`config.mk`:
```
export PLATFORM = sky130hd
export DESIGN_NAME = offset_generator_flat
export DESIGN_NICKNAME = d
export VERILOG_FILES = /design/src/rtl/offset_generator_if.sv /design/src/rtl/offset_generator.sv /design/src/flat_wrapper.sv
export SDC_FILE = /design/constraint.sdc
export NUM_CORES = 1
export LEC_CHECK = 0
export ABC_AREA = 0
export CAP_MARGIN = 20
export CORE_MARGIN = 5
export CORE_UTILIZATION = 53
export CTS_BUF_LIST = sky130_fd_sc_hd__clkbuf_8
export DETAILED_ROUTE_END_ITERATION = 10
export GPL_TIMING_DRIVEN = 0
export PLACE_DENSITY = 0.76
export SLEW_MARGIN = 20
export SYNTH_ARGS = -nofsm -noshare
export SYNTH_HDL_FRONTEND = slang
export SYNTH_SLANG_ARGS = --single-unit
```
`constraint.sdc`:
```
create_clock -name clock -period 5.1 [get_ports clock]
set_clock_uncertainty 0.1 [all_clocks]
set_input_delay 1.275 -clock clock [delete_from_list [all_inputs] [get_ports clock]]
set_output_delay 1.275 -clock clock [all_outputs]
set_load 0.01 [all_outputs]
```
`src/rtl/offset_generator_if.sv`:
```
// Config, enable and offset bundle for offset_generator.
// master drives config/enable; slave returns the offset.
interface offset_generator_if;
  logic [7:0]  io_num;
  logic [31:0] io_range;
  logic [31:0] io_step;
  logic        io_en;
  logic [31:0] io_offset;

  modport master (
    output io_num,
    output io_range,
    output io_step,
    output io_en,
    input  io_offset
  );

  modport slave (
    input  io_num,
    input  io_range,
    input  io_step,
    input  io_en,
    output io_offset
  );
endinterface

```
`src/rtl/offset_generator.sv`:
```
// Round-robin interleaved lane offset stream.
// Each round steps a shared in-window offset.
module offset_generator (
  input  logic              clock,
  input  logic              reset,
  offset_generator_if.slave io
);

  logic [7:0]  lane_idx;
  logic [31:0] lane_base;
  logic [31:0] round_off;

  logic [7:0]  lane_idx_nx;
  logic [31:0] lane_base_nx;
  logic [31:0] round_off_nx;

  logic [7:0]  last_idx;
  logic        last;
  logic [32:0] sum;
  logic        wrap;

  assign last_idx = (io.io_num == 8'd0) ? 8'd0
                  : io.io_num - 8'd1;
  assign last     = lane_idx >= last_idx;

  // Carry out counts as a wrap too.
  assign sum  = {1'b0, round_off} + {1'b0, io.io_step};
  assign wrap = sum[32] | (sum[31:0] >= io.io_range);

  always_comb begin
    lane_idx_nx  = lane_idx;
    lane_base_nx = lane_base;
    round_off_nx = round_off;
    if (io.io_en) begin
      if (last) begin
        lane_idx_nx  = 8'd0;
        lane_base_nx = 32'd0;
        round_off_nx = wrap ? 32'd0 : sum[31:0];
      end else begin
        lane_idx_nx  = lane_idx + 8'd1;
        lane_base_nx = lane_base + io.io_range;
      end
    end
  end

  always_ff @(posedge clock) begin
    if (reset) begin
      lane_idx  <= 8'd0;
      lane_base <= 32'd0;
      round_off <= 32'd0;
    end else begin
      lane_idx  <= lane_idx_nx;
      lane_base <= lane_base_nx;
      round_off <= round_off_nx;
    end
  end

  assign io.io_offset = lane_base + round_off;

endmodule

```
`src/flat_wrapper.sv`:
```
// flat-port wrapper written by rule: the top's interface ports become plain ports
module offset_generator_flat 
  (clock, reset, io_io_num, io_io_range, io_io_step, io_io_en, io_io_offset);
  offset_generator_if io_i ();
  input  logic clock;
  input  logic reset;
  input wire logic [$bits(io_i.io_num)-1:0] io_io_num;
  input wire logic [$bits(io_i.io_range)-1:0] io_io_range;
  input wire logic [$bits(io_i.io_step)-1:0] io_io_step;
  input wire logic [$bits(io_i.io_en)-1:0] io_io_en;
  output wire logic [$bits(io_i.io_offset)-1:0] io_io_offset;
  assign io_i.io_num = io_io_num;
  assign io_i.io_range = io_io_range;
  assign io_i.io_step = io_io_step;
  assign io_i.io_en = io_io_en;
  assign io_io_offset = io_i.io_offset;
  offset_generator u_core (.clock(clock), .reset(reset), .io(io_i));
endmodule
```
==> metrics.txt, run 1 <==
Sw Share=36.4%; Combinational Power Share=~41%; clock buffer count from CTS=9; Post-Syn Nets=~1300; Initial Utilization=53.4%; drt first-iter violations=~520; Post-route DRC=0; setup_tns=-6.97 ns; leak pwr=approximately 5.2 nW; CP bufs+invs=3; Place WS=-1.82 ns; vias in the first global route=between 8000 and 9000; Routed WL=26200 um; global route overflow=0; switching pwr=~760 uW; Die X=136 um; FMAX=~190 MHz; final worst path period need=5.38 ns; Die Y-Extent=136 um; Detailed Place HPWL=20000 um; sequential area share after synthesis=17.2%; syn_area_per_cell=7.83 um^2; P&R area growth vs syn=31.8%; Post-DRT Antenna Nets=0; Layout Nets=1426; initial antenna violation count=1; hold slack=0.400 ns; Multi-input gate area=7470 um^2; Fin. Hold Viols=0; GPL Wtd Cong=a little over 0.9; Yosys reg bits=72; Clock Pin Slew Worst Setup and Hold Paths=0.09 ns; Crit. End Element=register; violations in the final reports=negative setup slack; CTS tree=built; Syn Inst Count=1071; CTS Root Cell=clkbuf_8; antenna cells=0; max-slew violation count=0; outcome=complete, but fails checks; Sequential Area=about 1400 um^2; final worst path period share=106%; first-pass GRT wire length=41000 um; Worst-Skew Late Latency=0.39 ns; crit path launch type=primary input; Util after Layout=70.3%; Max FO, Critical Path=5; clk sinks=72; final setup violation count=31; I/O pins=107; Rel. slew slack=54.7%; wire per inst=18.3 um; CTS Buffer Depth=2; sequential share of power=30.8%; asr flop ratio synth=0%; Synth cell types=68; post-synthesis cell area=8380 um^2; Synth Flop Type=dfxtp_1; Setup CP Type=in2reg; Worst Path Required=5.25 ns; port bufs=about 110; part of the power in the clock network=28.1%; Critical Path AT=5.53 ns; Worst path top cell family by delay=compound AO/OA/AOI/OAI gates; Global Route Usage Sum=27.9%; Post-synth EDFFs=0; drt pass-1 iters=5; Critical Path, Cell by Cell=buf_6 > ha_4 > fa_2 > a21oi_4 > nor2_4 > o311a_4 > or3b_4 > a32oi_4 > a211oi_2 > xnor2_2 > ha_2 > nand4_1 > nor4_4 > o2111ai_2 > o2111ai_2 > a41oi_4 > buf_6 > buf_8 > a22oi_1 > nor2_1; vias per cell=6.03; worst slew pin tran=between 0.6 and 0.7 ns; layout cells sized above 1=14.4%; Core ar.=roughly 16000 um^2; internal power=1.34 mW; cts hold-fix bufs=0; VDD IR max=0.155 mV; final worst slack=-0.282 ns; Vias=8641; site row count=46; maxcap violations=0; Slowest cell on crit path=or3b_4; DIE AREA=roughly 18000 um^2; largest net degree at the start of global routing=15; Ys Warns=0; unrepaired setup endpoints after global routing=true; hold crit path type=reg2reg; Filler cells=1301; CP max stage delay=0.43 ns; pwr/cell area=190 nW/um^2; H-tree levels=3
## sequential cells by signal, indices dropped and copies added, names as in the netlist
signal,cells
u_core.lane_base,32
u_core.round_off,32
u_core.lane_idx,8
## final cells by class
type | count | share of cell area (%)
plain buffers | 18 | 0.917
clock buffers | 9 | 1.12
clock inverters | 7 | 1.14
inverters | 61 | 2.07
multi-input cells | 915 | 67.6
flip-flops and latches | 72 | 13.0
well taps | 216 | 2.45
repair buffers | 135 | 11.6
## cells in the mapped netlist, drive strengths merged (19+ instances only)
| cell | instances | area (um^2) |
|---|---|---|
| ha | 136 | 1700 |
| nand2 | 70 | 263 |
| a21o | 76 | 571 |
| xor2 | 33 | 289 |
| nand3 | 34 | 170 |
| a22oi | 32 | 240 |
| clkbuf | 20 | 75.1 |
| nor2 | 96 | 360 |
| o21ai | 47 | 235 |
| xnor2 | 55 | 482 |
| inv | 61 | 229 |
| o21bai | 19 | 143 |
| a21oi | 102 | 510 |
| dfxtp | 72 | 1440 |
## metal layers
layer	global-route usage (%)	share of wire [%]	vias to the layer above
met5	0	0.065	-
met4	12.7	3.8	2
met3	5.27	6.0	77
met2	50.0	49	274
met1	31.9	41	4032
li1	-	-	4256
## cell families (layout without fill, tap and decap cells)
logic type | count (synthesis) | in the layout | synth area share (%)
AO/OA/AOI/OAI | 382 | 382 | 31.1
XOR/XNOR | 88 | 88 | 9.19
adder cells (fa/ha/maj) | 139 | 139 | 21.0
buffers and inverters | 84 | 230 | 3.81
flip-flops | 72 | 72 | 17.2
multiplexers | 3 | 3 | 0.358
AND/OR/NAND/NOR | 303 | 303 | 17.3
## final timing paths
kind	end	from	cells past startpoint	slack, ns
hold reg to reg	u_core.lane_base[25]	u_core.lane_base[25]	2	0.40
hold / removal	u_core.lane_base[25]	u_core.lane_base[25]	2	0.40
setup / recovery	u_core.round_off[13]	io_io_step[0]	20	-0.28
setup reg to reg	u_core.round_off[13]	u_core.round_off[0]	19	0.33
## what timing repair did
action,4_1_cts,5_1_grt
gates cloned,0,2
endpoints found under the hold margin,0,0
resized for setup,153,41
setup buffers,18,10
endpoints found under the setup margin,40,46
pin swaps,62,25
## metrics by stage
stage / instances / power [mW] / cell area, um^2
3_5_place_dp: 1392 / 1.47 / 9740
2_1_floorplan: 1071 / 1.19 / 8420
6_report: 1433 / 2.10 / 11000
3_3_place_gp: 1392 / 1.46 / 9740
5_1_grt: 1433 / 2.23 / 11000
4_1_cts: 1421 / 2.09 / 10800
## power groups by stage
stage	registers [mW]	clock network [mW]	logic, mW
finish	0.647	0.589	0.864
global route	0.650	0.621	0.955
CTS	0.647	0.595	0.848
detailed placement	0.658	0	0.811
global placement	0.657	0	0.802
floorplan	0.638	0	0.554
## worst min-delay path, delay by kind of cell, from the launching register on
family / cells / cell delay [ns]
flip-flops: 1 / 0.34
AO/OA/AOI/OAI: 1 / 0.06
AND/OR/NAND/NOR: 1 / 0.06
## layout by cell type (no fill, tap or decap), drive strengths merged, types with 6 or more instances in the layout
master         count
a2111oi            6
a211oi            12
a21o              76
a21oi            102
a22o               8
a22oi             32
and2               6
and3               9
and4               6
buf               33
clkbuf            32
clkdlybuf4s50     82
dfxtp             72
dlygate4sd2       10
ha               136
inv               63
nand2             70
nand2b            15
nand3             34
nand4             13
nor2              96
nor2b             13
nor3              15
o211ai             7
o21a              14
o21ai             47
o21bai            19
o31ai              6
or2                6
xnor2             55
xor2              33
(Power assumes the default switching activity.)
==> inputs of run 2 (changes only) <==
Settings changed: RECOVER_POWER from default to 100.
==> metrics.txt, run 2 (synthesis results as in run 1) <==
CP max stage delay=0.43 ns; first-pass GRT wire length=41000 um; Post-route DRC=0; Worst-Skew Late Latency=0.39 ns; drt first-iter violations=between 400 and 500; worst slew pin tran=a little under 0.7 ns; final worst path period need=5.41 ns; antenna cells=0; global route overflow=0; r2r setup slk=0.33 ns; I/O pins=~110; hold slack=0.399 ns; Rel. slew slack=54.3%; Max FO, Critical Path=6; Global Route Usage Sum=27.9%; initial antenna violation count=1; CP bufs+invs=3; Setup CP Type=in2reg; Multi-input gate area=7430 um^2; leak pwr=approximately 5.2 nW; final worst path period share=106%; DIE AREA=18400 um^2; vias per cell=6.05; H-tree levels=3; crit path launch type=primary input; Vias=8670; Die X=136 um; Worst path top cell family by delay=compound AO/OA/AOI/OAI gates; setup_tns=-8.15 ns; fin cells=1433; Initial Utilization=53.4%; Sequential Area=~1400 um^2; maxcap violations=0; port bufs=105; unrepaired setup endpoints after global routing=true; Crit. End Element=register; CTS Root Cell=clkbuf_8; final worst slack=-0.308 ns; clk sinks=72; most common cell after layout, fill and taps aside=ha_1; Critical Path AT=5.62 ns; site row count=46; Worst Path Required=5.31 ns; Clock Pin Slew Worst Setup and Hold Paths=0.09 ns; vias in the first global route=approximately 8400; VDD IR max=0.156 mV; CTS Buffer Depth=2; Regs by FF count=u_core.lane_base: 32 flops, u_core.round_off: 32 flops, u_core.lane_idx: 8 flops; Die Y-Extent=136 um; layout cells sized above 1=14.1%; Layout Nets=1426; Post-DRT Antenna Nets=0; Core ar.=roughly 16000 um^2; Fin. Hold Viols=0; CTS tree=built; Critical Path, Cell by Cell=dlygate4sd2_1 > ha_4 > a21oi_4 > o21bai_1 > a211o_1 > nor4_4 > nor2_2 > a21oi_2 > o21ai_1 > xor2_1 > ha_1 > a21o_1 > a211oi_2 > o221ai_1 > a21oi_1 > o2111ai_2 > a41oi_4 > buf_6 > buf_8 > a22oi_1 > nor2_1; pwr/cell area=190 nW/um^2; hold crit path type=reg2reg; GPL Wtd Cong=0.917; Slowest cell on crit path=nor4_4; P&R area growth vs syn=31.1%; wire per inst=18.3 um; drt pass-1 iters=5; largest net degree at the start of global routing=15; clock buffer count from CTS=9; max-slew violation count=0; Filler cells=1308; FMAX=185 MHz; most frequent cells in the layout=ha_1, nor2_1, a21oi_1, a21o_1, dfxtp_1; Detailed Place HPWL=20000 um; Routed WL=around 26000 um; total power draw=2.09 mW; outcome=complete, but fails checks; final instance area=11000 um^2; final setup violation count=33; placed insts=about 1400; violations in the final reports=negative setup slack; placed inst area=9740 um^2
-- run 2: changes by cell type in the layout (fill, tap and decap cells not counted), moves of 2 or more --
cell	delta
clkbuf_1	+2
dlymetal6s2s_1	-2
dlygate4sd3_1	+18
clkdlybuf4s50_1	-18
-- run 2: final cells by class --
type	instances	area share (%)
multi-input combinational	915	67.6
timing repair buffer	135	11.5
buffer	18	0.922
clock inverter	7	1.15
clock buffer	9	1.13
tap	216	2.46
sequential	72	13.1
inverter	61	2.08
-- run 2: path summary, 6_finish.rpt --
check	start	to	cells past startpoint
min	u_core.lane_base[25]	u_core.lane_base[25]	2
max	io_io_step[15]	u_core.round_off[13]	21
min reg2reg	u_core.lane_base[25]	u_core.lane_base[25]	2
max reg2reg	u_core.round_off[0]	u_core.round_off[13]	21
-- run 2: worst register-to-register path: cells and delay by family, from the launching register on --
kind / cells / cell delay [ns]
AO/OA/AOI/OAI: 11 / 2.25
AND/OR/NAND/NOR: 4 / 0.57
flip-flops: 1 / 0.36
buffers and inverters: 2 / 0.34
XOR/XNOR: 1 / 0.26
adder cells (fa/ha/maj): 3 / 0.83
-- run 2: metrics by stage --
step / util (%) / worst slack (ns)
floorplan: - / 0.00797
global placement: 62.0 / -1.80
detailed placement: 62.0 / -1.82
CTS: 68.9 / -0.158
global route: 69.9 / -0.396
finish: 69.9 / -0.308
-- run 2: layer usage --
metal,vias up,routed length (um),global-route usage [%]
met5,-,17,0
li1,4258,-,-
met4,2,1010,12.7
met3,79,1650,5.27
met1,4052,10600,31.9
met2,279,12900,50.0
-- run 2: power by group --
part / switching [mW] / internal (mW) / leakage (nW)
combinational: 0.457 / 0.394 / 4.45
sequential: 0.0457 / 0.600 / 0.586
clock: 0.258 / 0.331 / 0.122
total: 0.760 / 1.33 / 5.16
-- run 2: repair_timing --
item,CTS,global route
cloned,0,2
endpoints found under the hold margin,0,0
hold buffers,0,0
buffers inserted,18,10
pin swaps,62,25
gates resized for setup,153,41
setup endpoints to repair,40,46
